==> src/rtl/ibuf_mux_sched_if.sv <==
// ibuf_mux_sched_if: job control, request/grant and output handshake bundle for ibuf_mux_sched
interface ibuf_mux_sched_if #(
    parameter int NREQ  = 8,
    parameter int CNT_W = 16
);
    logic                    start;
    logic                    abort;
    logic [CNT_W-1:0]        cfg_beats;
    logic [CNT_W-1:0]        cfg_grants;
    logic [NREQ-1:0]         req;
    logic [NREQ-1:0]         grant;
    logic [$clog2(NREQ)-1:0] mux_ctrl;
    logic                    out_valid;
    logic                    out_ready;
    logic                    busy;
    logic                    done;
    modport master (
        output start, abort, cfg_beats, cfg_grants, req, out_ready,
        input  grant, mux_ctrl, out_valid, busy, done
    );
    modport slave (
        input  start, abort, cfg_beats, cfg_grants, req, out_ready,
        output grant, mux_ctrl, out_valid, busy, done
    );
endinterface

==> src/rtl/ibuf_mux_sched.sv <==
// ibuf_mux_sched: round-robin scheduler driving an 8:1 window mux with per-grant beat bursts
module ibuf_mux_sched #(
    parameter int NREQ  = 8,
    parameter int CNT_W = 16
) (
    input logic             clk,
    input logic             rst_n,
    ibuf_mux_sched_if.slave bus
);
    localparam int SW = $clog2(NREQ);
    typedef enum logic [1:0] {IDLE, ARB, XFER, DONE} state_t;
    state_t           state, state_d;
    logic [NREQ-1:0]  grant_d;
    logic [SW-1:0]    mux_d, last, last_d, sel, idx;
    logic             valid_d, busy_d, done_d, found;
    logic [CNT_W-1:0] beats, beats_d, grants, grants_d;
    logic [CNT_W-1:0] beat_cnt, beat_cnt_d, grant_cnt, grant_cnt_d;
    // Scan from last+1 upward; descending loop lets the nearest set bit win.
    always_comb begin
        sel   = '0;
        found = 1'b0;
        idx   = '0;
        for (int k = NREQ; k >= 1; k--) begin
            idx = last + SW'(k);
            if (bus.req[idx]) begin
                sel   = idx;
                found = 1'b1;
            end
        end
    end
    always_comb begin
        state_d     = state;
        grant_d     = bus.grant;
        mux_d       = bus.mux_ctrl;
        valid_d     = bus.out_valid;
        last_d      = last;
        beats_d     = beats;
        grants_d    = grants;
        beat_cnt_d  = beat_cnt;
        grant_cnt_d = grant_cnt;
        if (state != IDLE && bus.abort) begin
            state_d = IDLE;
            grant_d = '0;
            valid_d = 1'b0;
        end else begin
            case (state)
                IDLE: if (bus.start) begin
                    beats_d     = (bus.cfg_beats == '0) ? CNT_W'(1) : bus.cfg_beats;
                    grants_d    = (bus.cfg_grants == '0) ? CNT_W'(1) : bus.cfg_grants;
                    grant_cnt_d = '0;
                    state_d     = ARB;
                end
                ARB: if (found) begin
                    grant_d    = NREQ'(1) << sel;
                    mux_d      = sel;
                    last_d     = sel;
                    beat_cnt_d = beats;
                    valid_d    = 1'b1;
                    state_d    = XFER;
                end
                XFER: if (bus.out_valid && bus.out_ready) begin
                    beat_cnt_d = beat_cnt - CNT_W'(1);
                    if (beat_cnt == CNT_W'(1)) begin
                        grant_d     = '0;
                        valid_d     = 1'b0;
                        grant_cnt_d = grant_cnt + CNT_W'(1);
                        state_d     = (grant_cnt + CNT_W'(1) == grants) ? DONE : ARB;
                    end
                end
                DONE: state_d = IDLE;
            endcase
        end
        busy_d = state_d != IDLE;
        done_d = state_d == DONE;
    end
    always_ff @(posedge clk or negedge rst_n) begin
        if (!rst_n) begin
            state         <= IDLE;
            bus.grant     <= '0;
            bus.mux_ctrl  <= '0;
            bus.out_valid <= 1'b0;
            bus.busy      <= 1'b0;
            bus.done      <= 1'b0;
            last          <= '1;
            beats         <= '0;
            grants        <= '0;
            beat_cnt      <= '0;
            grant_cnt     <= '0;
        end else begin
            state         <= state_d;
            bus.grant     <= grant_d;
            bus.mux_ctrl  <= mux_d;
            bus.out_valid <= valid_d;
            bus.busy      <= busy_d;
            bus.done      <= done_d;
            last          <= last_d;
            beats         <= beats_d;
            grants        <= grants_d;
            beat_cnt      <= beat_cnt_d;
            grant_cnt     <= grant_cnt_d;
        end
    end
endmodule

==> src/flat_wrapper.sv <==
// flat-port wrapper written by rule: the top's interface ports become plain ports
module ibuf_mux_sched_flat 
#(
    parameter int NREQ  = 8,
    parameter int CNT_W = 16
)
  (clk, rst_n, bus_start, bus_abort, bus_cfg_beats, bus_cfg_grants, bus_req, bus_out_ready, bus_grant, bus_mux_ctrl, bus_out_valid, bus_busy, bus_done);
  ibuf_mux_sched_if #(.NREQ(NREQ), .CNT_W(CNT_W)) bus_i ();
  input logic clk;
  input logic rst_n;
  input wire logic [$bits(bus_i.start)-1:0] bus_start;
  input wire logic [$bits(bus_i.abort)-1:0] bus_abort;
  input wire logic [$bits(bus_i.cfg_beats)-1:0] bus_cfg_beats;
  input wire logic [$bits(bus_i.cfg_grants)-1:0] bus_cfg_grants;
  input wire logic [$bits(bus_i.req)-1:0] bus_req;
  input wire logic [$bits(bus_i.out_ready)-1:0] bus_out_ready;
  output wire logic [$bits(bus_i.grant)-1:0] bus_grant;
  output wire logic [$bits(bus_i.mux_ctrl)-1:0] bus_mux_ctrl;
  output wire logic [$bits(bus_i.out_valid)-1:0] bus_out_valid;
  output wire logic [$bits(bus_i.busy)-1:0] bus_busy;
  output wire logic [$bits(bus_i.done)-1:0] bus_done;
  assign bus_i.start = bus_start;
  assign bus_i.abort = bus_abort;
  assign bus_i.cfg_beats = bus_cfg_beats;
  assign bus_i.cfg_grants = bus_cfg_grants;
  assign bus_i.req = bus_req;
  assign bus_i.out_ready = bus_out_ready;
  assign bus_grant = bus_i.grant;
  assign bus_mux_ctrl = bus_i.mux_ctrl;
  assign bus_out_valid = bus_i.out_valid;
  assign bus_busy = bus_i.busy;
  assign bus_done = bus_i.done;
  ibuf_mux_sched #(.NREQ(NREQ), .CNT_W(CNT_W)) u_core (.clk(clk), .rst_n(rst_n), .bus(bus_i));
endmodule
==> config.mk <==
export PLATFORM = sky130hd
export DESIGN_NAME = ibuf_mux_sched_flat
export DESIGN_NICKNAME = d
export VERILOG_FILES = /design/src/rtl/ibuf_mux_sched_if.sv /design/src/rtl/ibuf_mux_sched.sv /design/src/flat_wrapper.sv
export SDC_FILE = /design/constraint.sdc
export NUM_CORES = 1
export LEC_CHECK = 0
export ABC_AREA = 1
export BUFFER_PORTS_ARGS = -buffer_cell sky130_fd_sc_hd__buf_4
export CAP_MARGIN = 10
export CORE_MARGIN = 4
export CORE_UTILIZATION = 55
export CTS_BUF_LIST = sky130_fd_sc_hd__clkbuf_16
export CTS_CLUSTER_DIAMETER = 120
export CTS_CLUSTER_SIZE = 14
export DETAILED_ROUTE_END_ITERATION = 16
export GPL_TIMING_DRIVEN = 0
export PLACE_DENSITY = 0.76
export REMOVE_ABC_BUFFERS = 1
export SLEW_MARGIN = 20
export SYNTH_ARGS = -nofsm -noshare
export SYNTH_HDL_FRONTEND = slang
export SYNTH_SLANG_ARGS = --single-unit
==> constraint.sdc <==
create_clock -name clk -period 7.95 [get_ports clk]
set_input_delay 1.1925 -clock clk [delete_from_list [all_inputs] [get_ports clk]]
set_output_delay 1.1925 -clock clk [all_outputs]
set_load 0.01 [all_outputs]
-- Word-level counts from Yosys, hierarchy flattened
Cells that the tools add are included.
- register bits after elaboration: 83
- latch bits: 0
- RAM bits: 0
- ROM bits: 0
- input port bits: 45
- word-level logic and storage cells: 116
- memories kept: 0
- add/sub/neg operators: 9
- $mul: 0
- divide/modulo/power cells: 0
- order comparisons: 8
- equal/unequal tests: 13
- shifts and indexed selects: 1
- mux-type cells: 58
- bitwise gates (word level): 1
- reductions and logical operators: 15
- operator list (operator ; number):
    16-bit two-way mux ; 7
    16-bit case mux with 2 select lines ; 2
    16-bit zero test ; 2
    3-bit by 4-bit < comparator with 1-bit output, second input constant ; 8
    8-bit two-way mux ; 4
    1-bit binary-select mux with 3-bit select ; 8
    3-bit two-way mux ; 8
    1-bit two-way mux ; 20
    16-bit by 1-bit adder with 16-bit output, second input constant ; 1
    16-bit by 1-bit == test with 1-bit output, second input constant ; 1
    16-bit == test ; 1
    8-bit case mux with 2 select lines ; 1
    16-bit by 1-bit subtractor with 16-bit output, second input constant ; 1
    3-bit adder, second input constant ; 4
    2-bit two-way mux ; 6
    3-bit by 1-bit != test with 1-bit output, second input constant ; 3
    2-bit case mux with 4 select lines ; 1
    4-bit AND reduction ; 2
    2-bit nonzero test ; 4
    1-bit by 3-bit left shift with 8-bit output, first input constant ; 1
    3-bit by 2-bit adder with 3-bit output, second input constant ; 2
    2-bit == test, second input constant ; 3
    2-bit by 1-bit != test with 1-bit output, second input constant ; 3
    3-bit AND reduction ; 2
    9 further kinds ; 10

-- Depth between registers and ports, before layout
Gate-level depths: netlist of the first run.
- word-level depth: 14
- gate-level depth with buffers: 20
- gate-level depth less buffers: 18

-- Worst setup path after synthesis of the first run
No wires, ideal clock.
- path kind: register to register
- start point: reg u_core.last[0]
- end point: reg u_core.beat_cnt[2]
- setup time: 132 ps
- arrival time: 2360 ps
- path slack: 5458 ps
- stages on the path, launching flop included: 16
- clock period less this slack: 2492 ps
- cells stage by stage: dfstp_2 > buf_6 > inv_4 > buf_12 > ha_1 > inv_2 > nand3_1 > nand3_1 > nand2_2 > nor2_4 > nand4_4 > nand2_4 > inv_4 > buf_6 > nor2_2 > a31oi_2
- cells in the longest elaborated chain, start to end: 12
- ends and longest elaborated chain (what ; line ; RTL):
    from (decl) ; ibuf_mux_sched.sv:14 ; logic [SW-1:0] mux_d, last, last_d, sel, idx;
    from (signal assigned) ; ibuf_mux_sched.sv:96 ; last <= last_d;
    3-bit adder / 1-bit binary-select mux with 3-bit select (equally long branches) ; ibuf_mux_sched.sv:24, ibuf_mux_sched.sv:25 ;
    1-bit binary-select mux with 3-bit select / 1-bit two-way mux (equally long branches) ; ibuf_mux_sched.sv:25 ; if (bus.req[idx]) begin
    1-bit two-way mux (implied by the code) ; ibuf_mux_sched.sv:25 ;
    1-bit two-way mux (6 in series) ; ibuf_mux_sched.sv:25 ;
    1-bit two-way mux (*) ; ibuf_mux_sched.sv:25 ;
    2-bit by 1-bit != test with 1-bit output (no source line) (*) ; - ;
    4-bit AND reduction (no source line) (*) ; - ;
    to (signal assigned) ; ibuf_mux_sched.sv:99 ; beat_cnt <= beat_cnt_d;
    to (decl) ; ibuf_mux_sched.sv:17 ; logic [CNT_W-1:0] beat_cnt, beat_cnt_d, grant_cnt, grant_cnt_d;
Mark *: on every way between the ends. The rest lies on a longest branch, timed or not. The select of a mux whose other input is x is not followed.
A chain may end at the register's enable or synchronous reset.

-- Final worst setup path of the first run
- start point: in bus_start
- end point: reg u_core.grants[12]
- cells in the longest elaborated chain, start to end: 1
- ends and longest elaborated chain (what ; line ; RTL):
    from (decl) ; flat_wrapper.sv:11 ; input wire logic [$bits(bus_i.start)-1:0] bus_start;
    3-bit AND reduction (no source line) ; - ;
    to (signal assigned) ; ibuf_mux_sched.sv:98 ; grants <= grants_d;
    to (decl) ; ibuf_mux_sched.sv:16 ; logic [CNT_W-1:0] beats, beats_d, grants, grants_d;
No other way between the ends.

==> results by group, run 1 <==
Outcome
  – Status: completed

Yosys
  – Synth Register Bits: 83
  – Cells after Synth: approximately 740
  – Register area share after synthesis: between 30 and 40%
  – Predominant post-synthesis flop cell: dfrtp_1
  – Post-synth EDFFs: 0
  – Post-Syn Area per Cell: 7.19 um2
  – Yosys Warn Count: 0
  – Fraction of registers with async set/reset: between 90% and 100%
  – Unique cell type count in the Yosys netlist: 47
  – Synthesized cell area: between 0.005 and 0.006 mm2

Drt
  – ANT nets after route: 0
  – First drt pass iteration count: 5
  – Post-Route WL: 12,600 um
  – DR iter-0 viols: 217
  – Vias/cell: around 5.4
  – Routed len/inst: about 14 um
  – Drt drc: 0
  – Via count: 4,920

Placed design
  – Port Buffer Count: 58
  – GPL Wtd Cong: between 0.9 and 1
  – Detailed Place HPWL: ~9300 um
  – Dpl ws: 4230 ps

Finish
  – Layout cells sized above 1: 16.7%
  – Diode count: 0
  – Most common cell after layout, fill and taps aside: nand2_1
  – Commonest cells after routing, fill and taps aside: nand2_1 (253), inv_1 (80), dfrtp_1 (80), nand3_1 (60), buf_4 (57)
  – Nets: around 840
  – Synth-to-Final Area Change: 15.3%

Critical path
  – Critical setup path kind: in -> reg
  – Reg2Reg Setup Slack: 4880 ps
  – Crit path from: bus_start
  – Worst r2r src: u_core.state[0]
  – CP arrival: between 3000 and 4000 ps
  – Critical Path Sink Type: flip-flop
  – Critical Path RT: 8170 ps
  – Crit-path max FO: 35
  – FF-to-FF End: u_core.grants[12]
  – Worst r2r path cells: 5
  – Startpoint types: primary input
  – CP Capture Point: u_core.grants[12]

Timing
  – Setup repair after global routing missed its margin: no
  – Final Max Tran Viols: 0
  – Max Fclk: about 300 MHz
  – Slew HR: ~35%
  – Period utilisation layout: a little over two fifths
  – Min Clock Period, post-route: roughly 3300 ps
  – Setup_tns: 0 ps
  – Clk_skew: 7.82 ps
  – Final worst slack: between 4000 and 5000 ps
  – Final Hold Fails: 0
  – Worst Max-Slew Pin Slew: 979 ps
  – Finish-stage setup viols: 0
  – Final Hold Slack: 485 ps

CTS
  – Num CTS Buffers: 9
  – CTS tree: yes
  – Clock root buffer: clkbuf_16
  – Total clock sinks: between 80 and 90
  – Post-CTS sizing: 0
  – Hold Buf Count CTS: 0
  – H-tree depth: 3
  – Clock Latency Late Sink: 340 ps
  – Worst-path clk slew: 70 ps
  – Clock Tree Buf Depth: 2
  – # Post-CTS Setup Buffers: 0

Die
  – Die Area: ~0.011 mm2
  – Die W: between 100 and 150 um
  – Area of the core: just over 0.009 mm2
  – Row cnt: 35
  – Effective utilization at floorplan: 56.9%
  – Die height: between 100 and 150 um
  – Top Ports: slightly below 60

Power
  – Clock power frac: approximately 18%
  – Seq pwr share: 27.6%
  – Worst vdd ir: 0.185 mV
  – Comb pwr share: a little over half
  – Power per cell area: approximately 430 mW/mm2
  – P_int: roughly 1.3 mW
  – Sw Pwr: between 1 and 1.5 mW
  – Leak pwr: just over 3 nW
  – Switching fraction of total power: around half
  – Total power draw: between 2 and 3 mW

GRT
  – Overflow after GRT: 0
  – Vias in the first global route: around 4,800
  – Largest net degree at the start of global routing: 84
  – Initial antenna violation count: 0
  – Gr usage total: between 20% and 30%
  – First-pass GRT wire length: approximately 22,000 um

Flow run
  – Max Cap Violations: 0

Worst hold path
  – Hold Path Class: reg -> reg
-- layout make-up --
| type | count | area, um2 |
|---|---|---|
| multi-input cells | 542 | 2740 |
| fillers | 852 | 3190 |
| inverters | 90 | 343 |
| well taps | 129 | 161 |
| repair buffers | 58 | 439 |
| flip-flops and latches | 83 | 2080 |
| clock buffers | 9 | 225 |
| clock inverters | 7 | 105 |
-- routing by layer --
metal / up-vias / share of wire, % / track usage [%] / wire length, um
met1: 2313 / 45 / 30.0 / 5670
met3: 15 / 3.9 / 4.07 / 487
li1: 2475 / - / - / -
met2: 117 / 49 / 40.5 / 6220
met4: 0 / 1.6 / 6.66 / 203
met5: - / 0 / 0 / 0
-- cells by family after synthesis --
logic type / Yosys count / share of synthesized area, %
and+or+nand+nor: 426 / 36.6
buffers and inverters: 110 / 8.81
adders and majority gates: 8 / 1.89
xor gates and xnor gates: 11 / 1.82
AOI/OAI and AO/OA: 97 / 11.5
DFF: 83 / 39.4
-- per-stage QoR --
step | cells | instance area [um2] | util, %
floorplan | 715 | 5160 | -
global placement | 902 | 5760 | 62.0
detailed placement | 902 | 5760 | 62.0
CTS | 918 | 6090 | 65.6
global route | 918 | 6100 | 65.7
finish | 918 | 6100 | 65.7
-- Yosys cell counts, types with 5 or more instances --
cell        n  area share [%]
nor2_1     56             4.0
nand3_2     7             1.3
nor4_1      7            0.83
xor2_1      7             1.2
o21ai_0    46             4.4
nand2_2     5            0.59
dfrtp_1    80              38
nand4_1    10             1.2
nand2_1   253              18
nor3_1      5            0.47
inv_1      80             5.7
o21ai_2     7             1.2
a21oi_1    12             1.1
o22ai_1    11             1.3
inv_2       7            0.50
clkbuf_1   12            0.85
nand2_4     8             1.7
ha_1        8             1.9
nand3_1    60             5.7
-- flip-flops by register name, indices dropped and copies added (netlist names) --
signal                count
u_core.beat_cnt          16
u_core.beats             16
u_core.bus.busy           1
u_core.bus.done           1
u_core.bus.grant          8
u_core.bus.mux_ctrl       3
u_core.bus.out_valid      1
u_core.grant_cnt         16
u_core.grants            16
u_core.last               3
u_core.state              2
-- worst min-delay path by stage --
stage / start / endpoint / slack [ps] / cells after the start
after floorplan: u_core.beats[5] / u_core.beats[5] / 440 / 2
after global placement: u_core.beats[2] / u_core.beats[2] / 470 / 2
after detailed placement: u_core.beats[2] / u_core.beats[2] / 470 / 2
after CTS: u_core.beats[2] / u_core.beats[2] / 490 / 2
after global routing: u_core.beats[3] / u_core.beats[3] / 500 / 2
final: u_core.beats[2] / u_core.beats[2] / 490 / 2
-- power by group through the flow --
stage	registers, mW	logic [mW]	clock network (mW)
after floorplan	0.697	1.08	0
after global placement	0.715	1.36	0
after detailed placement	0.720	1.40	0
after CTS	0.714	1.41	0.470
after global routing	0.739	1.60	0.488
final	0.716	1.41	0.464
-- critical path: stages --
cell and delay (ps):
buf_4 120, nand2_1 700, clkinv_1 1070, o21ai_0 470
Note: power is estimated with default switching activity, not from simulation.
==> inputs of run 2 (changes only) <==
--- a/config.mk
+++ b/config.mk
@@ -9,13 +9,13 @@
 export BUFFER_PORTS_ARGS = -buffer_cell sky130_fd_sc_hd__buf_4
 export CAP_MARGIN = 10
 export CORE_MARGIN = 4
-export CORE_UTILIZATION = 55
+export CORE_UTILIZATION = 54
 export CTS_BUF_LIST = sky130_fd_sc_hd__clkbuf_16
 export CTS_CLUSTER_DIAMETER = 120
 export CTS_CLUSTER_SIZE = 14
 export DETAILED_ROUTE_END_ITERATION = 16
 export GPL_TIMING_DRIVEN = 0
-export PLACE_DENSITY = 0.76
+export PLACE_DENSITY = 0.77
 export REMOVE_ABC_BUFFERS = 1
 export SLEW_MARGIN = 20
 export SYNTH_ARGS = -nofsm -noshare
==> constraint.sdc (replaced) <==
create_clock -name clk -period 2.8 [get_ports clk]
set_input_delay 0.42 -clock clk [delete_from_list [all_inputs] [get_ports clk]]
set_output_delay 0.42 -clock clk [all_outputs]
set_load 0.01 [all_outputs]
==> run 2 against run 1 <==
  * Total power rose to 2.8 times the previous value
  * Worst hold slack worse by 340 ps
  * Critical path depth up 9
  * Global-route usage about the same
  * Sequential power rose to 2.8 times the previous value
  * Sequential cell count unchanged
  * Non-clock buffer count up 1
  * Critical path type is now reg -> reg
  * Largest power group unchanged
==> results by group, run 2 (same netlist as run 1, synthesis figures left out) <==
Outcome
  – Status: completed

Timing
  – Period utilisation layout: 94.5%
  – Final Max Tran Viols: 0 (unchanged)
  – Setup_tns: 0 ps (unchanged)
  – Max Fclk: 378 MHz
  – Final Hold Fails: 0 (unchanged)
  – Slew HR: 49.0% (+14 points)
  – Finish-stage setup viols: 0 (unchanged)
  – Final worst slack: 154 ps (-4460 ps)
  – Min Clock Period, post-route: roughly 2600 ps
  – Clk_skew: 11.6 ps (+3.74 ps)
  – Setup repair after global routing missed its margin: no
  – Final Hold Slack: 145 ps (-340 ps)
  – Worst Max-Slew Pin Slew: 765 ps (-214 ps)

Power
  – Clock power frac: 16.0% (-1.9 points)
  – Leak pwr: 3.07 nW (-0.27%)
  – Total power draw: 7.32 mW (+180%)
  – Comb pwr share: 56.2% (+1.7 points)
  – Sw Pwr: 3.59 mW (+190%)
  – Worst vdd ir: 0.516 mV (+180%)
  – Power per cell area: 1200 mW/mm2 (+180%)
  – P_int: 3.73 mW (+180%)
  – Switching fraction of total power: 49.0% (+0.59 points)
  – Seq pwr share: 27.8% (+0.2 points)

Finish
  – Layout fillers: 842 (-1.2%)
  – Layout cells sized above 1: 17.2% (+0.49 points)
  – Most common cell after layout, fill and taps aside: nand2_1
  – Synth-to-Final Area Change: 15.6%
  – Nets: 839 (+0.24%)
  – Final cell utilization of the core: 65.2% (-0.48 points)
  – Final cell count without fillers: 919 (+0.11%)
  – Commonest cells after routing, fill and taps aside: nand2_1 (252), inv_1 (80), dfrtp_1 (80), nand3_1 (60), buf_4 (57)
  – Fin area: 0.00611 mm2 (+0.21%)
  – Diode count: 0 (unchanged)

Die
  – Area of the core: 0.00937 mm2 (+0.94%)
  – Effective utilization at floorplan: 56.4% (-0.53 points)
  – Row cnt: 35 (unchanged)
  – Die height: 107 um (+0.85%)
  – Top Ports: 59 (unchanged)
  – Die W: 107 um (+0.85%)
  – Die Area: 0.0114 mm2 (+1.7%)

GRT
  – Initial antenna violation count: 0 (unchanged)
  – Largest net degree at the start of global routing: 84 (unchanged)
  – Overflow after GRT: 0 (unchanged)
  – Gr usage total: 23.3% (about the same)
  – First-pass GRT wire length: 21,500 um (-0.45%)
  – Vias in the first global route: 4,867 (+1.8%)

CTS
  – Num CTS Buffers: 9 (unchanged)
  – Clock Latency Late Sink: 340 ps (about the same)
  – Clock root buffer: clkbuf_16
  – Clock Tree Buf Depth: 2 (unchanged)
  – Worst-path clk slew: 70 ps (about the same)
  – H-tree depth: 3 (unchanged)
  – CTS tree: yes
  – Total clock sinks: 83 (unchanged)

Drt
  – Post-Route WL: 12,800 um (+1.4%)
  – Drt drc: 0 (unchanged)
  – Via count: 4,890 (-0.61%)
  – Vias/cell: 5.32 (-0.72%)
  – First drt pass iteration count: 5 (unchanged)
  – ANT nets after route: 0 (unchanged)
  – DR iter-0 viols: 270 (+24%)
  – Routed len/inst: 13.9 um (+1.3%)

Placed design
  – Placed cells: 902 (unchanged)
  – GPL Wtd Cong: 0.915 (-1.0%)
  – Placed cell areas: 0.00576 mm2 (unchanged)
  – Dpl ws: -619 ps (-4850 ps)
  – Detailed Place HPWL: 9170 um (-0.88%)
  – Port Buffer Count: 58 (unchanged)

Critical path
  – Slowest stage cell on the critical path: dfstp_2
  – Crit-path max cell delay: 660 ps (-410 ps)
  – CP Cell Sequence: inv_2 -> ha_4 -> inv_2 -> nand3_1 -> nand3_1 -> nand2_2 -> nor2_4 -> nand4_4 -> nand2_4 -> inv_8 -> o21ai_2 -> o21ai_0 -> o31ai_1
  – Reg2Reg Setup Slack: 150 ps (-4730 ps)
  – Crit-path max FO: 23 (-34%)
  – Startpoint types: flip-flop
  – CP arrival: 2860 ps (-710 ps)
  – Critical setup path kind: reg -> reg
  – Critical Path Sink Type: flip-flop
  – Critical Path RT: 3010 ps (-5160 ps)

Worst hold path
  – Hold Path Class: in -> async

Flow run
  – Max Cap Violations: 0 (unchanged)
[run 2: timing repair]
item / 4_1_cts / 5_1_grt
endpoints found under the setup margin: 57 / 44
pin swaps: 0 / 1
setup buffers: 0 / 1
hold buffers: 0 / 0
resized for setup: 7 / 2
gates cloned: 1 / 0
[run 2: worst paths after layout]
path	from	to	cells after the start
worst max-delay path	u_core.last[1]	u_core.beat_cnt[9]	13
worst min-delay path	rst_n	u_core.grant_cnt[8]	1
worst max register to register	u_core.last[1]	u_core.beat_cnt[9]	13
worst min register to register	u_core.beats[14]	u_core.beats[14]	2
max in group asynchronous	rst_n	u_core.beat_cnt[15]	1
min in group clk	bus_cfg_grants[9]	u_core.grants[9]	3
[run 2: cell type report]
| type | count | area, um2 | share of cell area, % |
|---|---|---|---|
| multi-input cells | 542 | 2770 | 45.3 |
| flip-flops and latches | 83 | 2080 | 34.1 |
| repair buffers | 59 | 450 | 7.37 |
| inverters | 90 | 353 | 5.78 |
| clock buffers | 9 | 225 | 3.69 |
| well taps | 129 | 161 | 2.64 |
| clock inverters | 6 | 66.3 | 1.09 |
| repair inverters | 1 | 5.00 | 0.0819 |
[run 2: power by group through the flow]
| stage | combinational, mW | sequential, mW | clock, mW |
|---|---|---|---|
| final | 4.11 | 2.04 | 1.17 |
| after detailed placement | 3.99 | 2.04 | 0 |
| after CTS | 4.06 | 2.03 | 1.19 |
| after global routing | 4.64 | 2.09 | 1.25 |
| after global placement | 3.86 | 2.03 | 0 |
| after floorplan | 3.07 | 1.98 | 0 |
[run 2: routing by layer]
layer / share of wire [%] / track usage (%) / up-vias
li1: - / - / 2473
met1: 45 / 29.7 / 2278
met2: 48 / 39.4 / 117
met3: 4.6 / 3.91 / 22
met4: 2.2 / 9.68 / 0
met5: 0 / 0 / -
[run 2: critical path, delay by kind of cell, from the launching register on]
| kind | cells | cell delay, ps |
|---|---|---|
| AO/OA/AOI/OAI | 3 | 360 |
| adder cells (fa/ha/maj) | 1 | 360 |
| buffers and inverters | 3 | 420 |
| flip-flops | 1 | 660 |
| AND/OR/NAND/NOR | 6 | 720 |
